===== config.mk =====
export PLATFORM = sky130hd
export DESIGN_NAME = elastic_stage_reg
export DESIGN_NICKNAME = d
export VERILOG_FILES = /design/src/rtl/elastic_stage_reg.sv
export SDC_FILE = /design/constraint.sdc
export NUM_CORES = 1
export LEC_CHECK = 0
export CORE_MARGIN = 2
export CORE_UTILIZATION = 46
export DETAILED_ROUTE_END_ITERATION = 10
export GPL_ROUTABILITY_DRIVEN = 0
export PLACE_DENSITY_LB_ADDON = 0.25
export SLEW_MARGIN = 5
export SYNTH_ARGS = -nofsm -noshare
export SYNTH_HDL_FRONTEND = slang
export SYNTH_SLANG_ARGS = --single-unit
export TNS_END_PERCENT = 5

===== constraint.sdc =====
create_clock -name clk -period 5.5 [get_ports clk]
set_clock_uncertainty 0.15 [all_clocks]
set_input_delay 1.1 -clock clk [delete_from_list [all_inputs] [get_ports clk]]
set_output_delay 1.1 -clock clk [all_outputs]
set_load 0.02 [all_outputs]

===== src/rtl/elastic_stage_reg.sv =====
// elastic_stage_reg: elastic pipeline register with a valid/ready handshake,
// flush-to-bubble and a saturating downstream stall counter.
// Build option: define ELASTIC_STAGE_SKID_EN to add a one-entry skid register
// so that in_ready_o comes from a register instead of from out_ready_i.
module elastic_stage_reg #(
  parameter int unsigned           WIDTH   = 32,
  parameter logic [WIDTH-1:0]      NOP_VAL = '0,
  parameter int unsigned           CNT_W   = 16
) (
  input  logic             clk,
  input  logic             rst,
  input  logic             in_valid_i,
  output logic             in_ready_o,
  input  logic [WIDTH-1:0] in_data_i,
  input  logic             flush_i,
  output logic             out_valid_o,
  input  logic             out_ready_i,
  output logic [WIDTH-1:0] out_data_o,
  output logic [CNT_W-1:0] stall_cnt_o
);

  logic [WIDTH-1:0] r_data;
  logic [CNT_W-1:0] r_cnt;
  logic             w_in_xfer;
  logic             w_out_xfer;
  logic             w_valid;
  logic             w_ready;

  // Transfer qualifiers; flush forces in_ready_o high so upstream never stalls on a killed beat
  always_comb begin
    in_ready_o = w_ready | flush_i;
    w_in_xfer  = in_valid_i & in_ready_o;
    w_out_xfer = w_valid & out_ready_i;
  end

`ifdef ELASTIC_STAGE_SKID_EN

  typedef enum logic [1:0] {
    S_EMPTY,
    S_FULL,
    S_SKID
  } state_t;

  state_t           r_state;
  state_t           w_next;
  logic [WIDTH-1:0] r_skid;

  // Readiness and validity come straight from the state register
  always_comb begin
    w_ready = (r_state != S_SKID);
    w_valid = (r_state != S_EMPTY);
  end

  // Next-state logic; flush wins from any state
  always_comb begin
    w_next = r_state;
    if (flush_i) begin
      w_next = S_EMPTY;
    end else begin
      case (r_state)
        S_EMPTY: if (w_in_xfer) w_next = S_FULL;
        S_FULL: begin
          if (w_in_xfer && !w_out_xfer)      w_next = S_SKID;
          else if (!w_in_xfer && w_out_xfer) w_next = S_EMPTY;
        end
        S_SKID:  if (out_ready_i) w_next = S_FULL;
        default: w_next = S_EMPTY;
      endcase
    end
  end

  // State register
  always_ff @(posedge clk or posedge rst) begin
    if (rst) r_state <= S_EMPTY;
    else     r_state <= w_next;
  end

  // Main and skid payload registers; an empty entry always holds NOP_VAL
  always_ff @(posedge clk or posedge rst) begin
    if (rst) begin
      r_data <= NOP_VAL;
      r_skid <= NOP_VAL;
    end else if (flush_i) begin
      r_data <= NOP_VAL;
      r_skid <= NOP_VAL;
    end else begin
      case (r_state)
        S_EMPTY: if (w_in_xfer) r_data <= in_data_i;
        S_FULL: begin
          if (w_in_xfer && w_out_xfer) r_data <= in_data_i;
          else if (w_in_xfer)          r_skid <= in_data_i;
          else if (w_out_xfer)         r_data <= NOP_VAL;
        end
        S_SKID: begin
          if (out_ready_i) begin
            r_data <= r_skid;
            r_skid <= NOP_VAL;
          end
        end
        default: begin
          r_data <= NOP_VAL;
          r_skid <= NOP_VAL;
        end
      endcase
    end
  end

`else

  logic r_valid;

  // Single entry: accept when empty or when the held beat leaves this cycle
  always_comb begin
    w_valid = r_valid;
    w_ready = !r_valid | out_ready_i;
  end

  // Main register; data reverts to NOP_VAL whenever the entry empties
  always_ff @(posedge clk or posedge rst) begin
    if (rst) begin
      r_valid <= 1'b0;
      r_data  <= NOP_VAL;
    end else if (flush_i) begin
      r_valid <= 1'b0;
      r_data  <= NOP_VAL;
    end else if (w_in_xfer) begin
      r_valid <= 1'b1;
      r_data  <= in_data_i;
    end else if (w_out_xfer) begin
      r_valid <= 1'b0;
      r_data  <= NOP_VAL;
    end
  end

`endif

  // Saturating count of cycles where a valid beat is held back by downstream
  always_ff @(posedge clk or posedge rst) begin
    if (rst) begin
      r_cnt <= '0;
    end else if (flush_i) begin
      r_cnt <= '0;
    end else if (w_valid && !out_ready_i && (r_cnt != '1)) begin
      r_cnt <= r_cnt + CNT_W'(1);
    end
  end

  // Outputs are register values only
  always_comb begin
    out_valid_o = w_valid;
    out_data_o  = r_data;
    stall_cnt_o = r_cnt;
  end

endmodule


# Word-level counts from Yosys, hierarchy flattened
# Index checks and enable logic that the tools add are counted.
dict set report word_totals {
  register_bits 49
  in_bits 37
  out_inout_bits 50
  word_cells 23
}
dict set report classes {
  addsub 1
  n_eq_ne 1
  n_mux 8
  n_bitwise 4
  n_reduce_logical 6
}
# operator count
set ops {}
lappend ops {{$mux W32} 3}
lappend ops {{$mux W16} 2}
lappend ops {{$add A16 B1 Y16 const B} 1}
lappend ops {{$ne A16 B16 Y1 const B} 1}
lappend ops {{$mux W1} 3}
lappend ops {{$reduce_bool A3 Y1} 1}
lappend ops {{$and A1 B1 Y1} 2}
lappend ops {{$logic_and A1 B1 Y1} 2}
lappend ops {{$logic_not A1 Y1} 2}
lappend ops {{$or A1 B1 Y1} 2}
lappend ops {{$reduce_bool A2 Y1} 1}

# Depth between registers and ports, before layout
dict set report logic_depth {
  depth_word 6
  ltp_mapped 6
  ltp_nobuf 5
}

# Worst setup path after synthesis
# Ideal clock, no wire load.
dict set report synth_timing {
  kind {input to output}
  start {input port out_ready_i}
  end {output port in_ready_o}
  arrival_time_ps 1593
  required_ps 4250
  setup_slack_ps 2657
  stages 2
  path_buffers 0
  path_cell_list {nor2b_1 -> nand2b_1}
}
dict set report synth_via {
  elab_chain_cells 2
}
# element line_no
set synth_rtl {}
lappend synth_rtl {{start, declared} 17} ;# input logic out_ready_i,
lappend synth_rtl {{$or A1 B1 Y1} 115} ;# w_ready = !r_valid | out_ready_i;
lappend synth_rtl {{$or A1 B1 Y1} 31} ;# in_ready_o = w_ready | flush_i;
lappend synth_rtl {{end, declared} 13} ;# output logic in_ready_o,
# Every way passes these cells.

# Worst setup path in the final report
# Same ends and word-level chain as after synthesis.

==> results.json <==
{
  "relSlewSlack_pct": 31.9,
  "r2r_start": "stall_cnt_o[0]$_DFFE_PP0P_",
  "die_x_microns": 71.5,
  "grt_pass1_wl_mm": 8.20,
  "htree_levels": 2,
  "yosysTopAreaCell": "dfrtp_1",
  "yosysSeqAreaShare_pct": 58.5,
  "diodes": 0,
  "ant_nets": 0,
  "grt_use_total_pct": 20.4,
  "final_max_slew_viol_count": 0,
  "syn_to_final_growth_pct": 49.3,
  "synth_edf_count": 0,
  "synth_area_sq_um": 2090,
  "via_count": 1790,
  "drive_gt1_share_pct": 7.49,
  "fillers": 309,
  "critPathKind": "primary input to output pin",
  "final-seq-area_sq_um": 1230,
  "initial_core_util_pct": 47.8,
  "avgViaCountPerCell": 5.61,
  "antenna_found_initial": 0,
  "worstPathMaxFanout": 7,
  "multi_input_area_sq_um": 826,
  "power.density_nw_per_um2": 242,
  "setup_viol": 0,
  "wl_per_cell_microns": 15.6,
  "rows": 24,
  "cts_setup_buffers": 0,
  "hold_viol_final": 0,
  "synth_nets": 218,
  "grt_pass1_vias": 1727,
  "synthTopCellsByCount": "dfrtp_1, a22o_1, nor2_1, a21oi_1, clkbuf_1",
  "fin_nets": 304,
  "period_minus_slack_ns": 3.88,
  "post_cts_resized": 0,
  "die_h_microns": 71.5,
  "yosysUniqueCellTypes": 29,
  "first_iter_violations": 131,
  "arrival_ns": 2.63,
  "ys_top_cells_by_area": "dfrtp_1, a22o_1, mux2_2",
  "cts_made_buffers": 5,
  "firstDrtPassIters": 4,
  "synth-main-ff-cell": "dfrtp_1",
  "hold_buffers": 0,
  "yosysMostFrequentCell": "dfrtp_1",
  "final_util_pct": 71.3,
  "required_ns": 4.25,
  "synth_top_area_share_pct": 58.5,
  "cp-end-kind": "output pin",
  "portBuffers": 86,
  "hold_path.class": "register to register",
  "cts_buffer_depth": 2,
  "hp-start": "out_data_o[1]$_DFFE_PP0P_",
  "wl_mm": 4.99,
  "grt.overflow.total": 0,
  "rsz0062_at_grt": "false",
  "tritoncts": "done",
  "setup_tns_ns": 0,
  "final.period_utilization_pct": 70.5,
  "crit_path_start_kind": "primary input",
  "grt_max_degree": 50,
  "synthArstFlopShare_pct": 100,
  "core_area_sq_um": 4380,
  "place_hpwl_mm": 3.35,
  "syn_area_per_cell_sq_um": 11.6,
  "tightest_slew_ns": 1.01,
  "cts_sinks": 49,
  "cts-root-buf": "clkbuf_8",
  "io_pins": 87,
  "p_leak_nw": 1.31,
  "crit_start": "out_ready_i",
  "peakVddDrop_v": 0.000157,
  "netlist_instances": 180,
  "synth_seq_cells": 49,
  "max_cap_violations": 0,
  "clkTransAtPathRegs_ns": 0.08,
  "drc": 0,
  "status": "finished clean",
  "dieArea_sq_um": 5110,
  "clock_latency_ns": 0.30,
  "ys_warn_count": 0,
  "fmax_mhz": 258
}
## cell type report
type	instances	area share (%)
sequential	49	39.2
timing repair buffer	89	28.2
multi-input combinational	118	26.4
clock buffer	7	2.76
tap	52	2.08
clock inverter	1	0.960
inverter	3	0.360
## routing by layer
| metal | up-vias | global-route usage (%) | part of all wire [%] |
|---|---|---|---|
| met3 | 8 | 6.47 | 8.3 |
| met5 | - | 0 | 0 |
| li1 | 848 | - | - |
| met2 | 75 | 31.2 | 47 |
| met1 | 859 | 27.7 | 43 |
| met4 | 0 | 7.13 | 1.8 |
## critical path: stages
cell	delay, ns
clkdlybuf4s50_1	0.45
nor2b_1	0.41
nand2b_1	0.10
clkdlybuf4s50_1	0.57
## final timing paths
kind,to,depth (start not counted),slack [ns]
min in group asynchronous,out_data_o[15]$_DFFE_PP0P_,2,1.19
hold / removal,out_data_o[1]$_DFFE_PP0P_,1,0.36
hold reg to reg,out_data_o[1]$_DFFE_PP0P_,1,0.36
setup reg to reg,stall_cnt_o[9]$_DFFE_PP0P_,5,2.91
setup / recovery,in_ready_o,4,1.62
max in group asynchronous,stall_cnt_o[15]$_DFFE_PP0P_,2,3.39
## cell usage in the layout (no fill, tap or decap), drive strengths merged, types with 5 or more instances in the layout
master | netlist | final
clkdlybuf4s50 | 0 | 86
dfrtp | 49 | 49
a22o | 32 | 32
nor2 | 11 | 11
a21oi | 10 | 10
nand3 | 7 | 7
clkbuf | 8 | 7
nor2b | 6 | 6
nand2 | 6 | 6
or4 | 6 | 6
mux2 | 5 | 5
o21ai | 5 | 5
or3 | 5 | 5
## registers in the layout, indices dropped and copies added, names as in the netlist
| name | cells |
|---|---|
| out_data_o | 32 |
| stall_cnt_o | 16 |
| out_valid_o | 1 |
## where the power goes
group / total (mW) / switching (mW) / internal (mW)
registers: 0.383 / 0.00929 / 0.374
logic: 0.113 / 0.0524 / 0.0605
clock network: 0.262 / 0.114 / 0.148
total: 0.758 / 0.176 / 0.583
## metrics by stage
| stage | worst slack (ns) | cells | total power [mW] | hold WS [ns] | area (sq um) |
|---|---|---|---|---|---|
| 2_1_floorplan | 2.66 | 180 | 0.438 | 0.476 | 2090 |
| 3_3_place_gp | 1.64 | 311 | 0.503 | 0.338 | 3010 |
| 3_5_place_dp | 1.64 | 311 | 0.505 | 0.340 | 3010 |
| 4_1_cts | 1.61 | 319 | 0.767 | 0.364 | 3130 |
| 5_1_grt | 1.51 | 319 | 0.791 | 0.375 | 3130 |
| 6_report | 1.62 | 319 | 0.758 | 0.359 | 3130 |
## logic make-up (layout without fill, tap and decap cells)
| family | Yosys count | in the layout | share of synthesized area [%] |
|---|---|---|---|
| simple gates | 58 | 58 | 15.9 |
| compound gates | 53 | 53 | 19.4 |
| flops | 49 | 49 | 58.5 |
| buf+inv | 13 | 100 | 2.39 |
| mux | 6 | 6 | 3.17 |
| fa+ha+maj | 1 | 1 | 0.597 |
No activity file was read; power rests on OpenSTA's default activity.
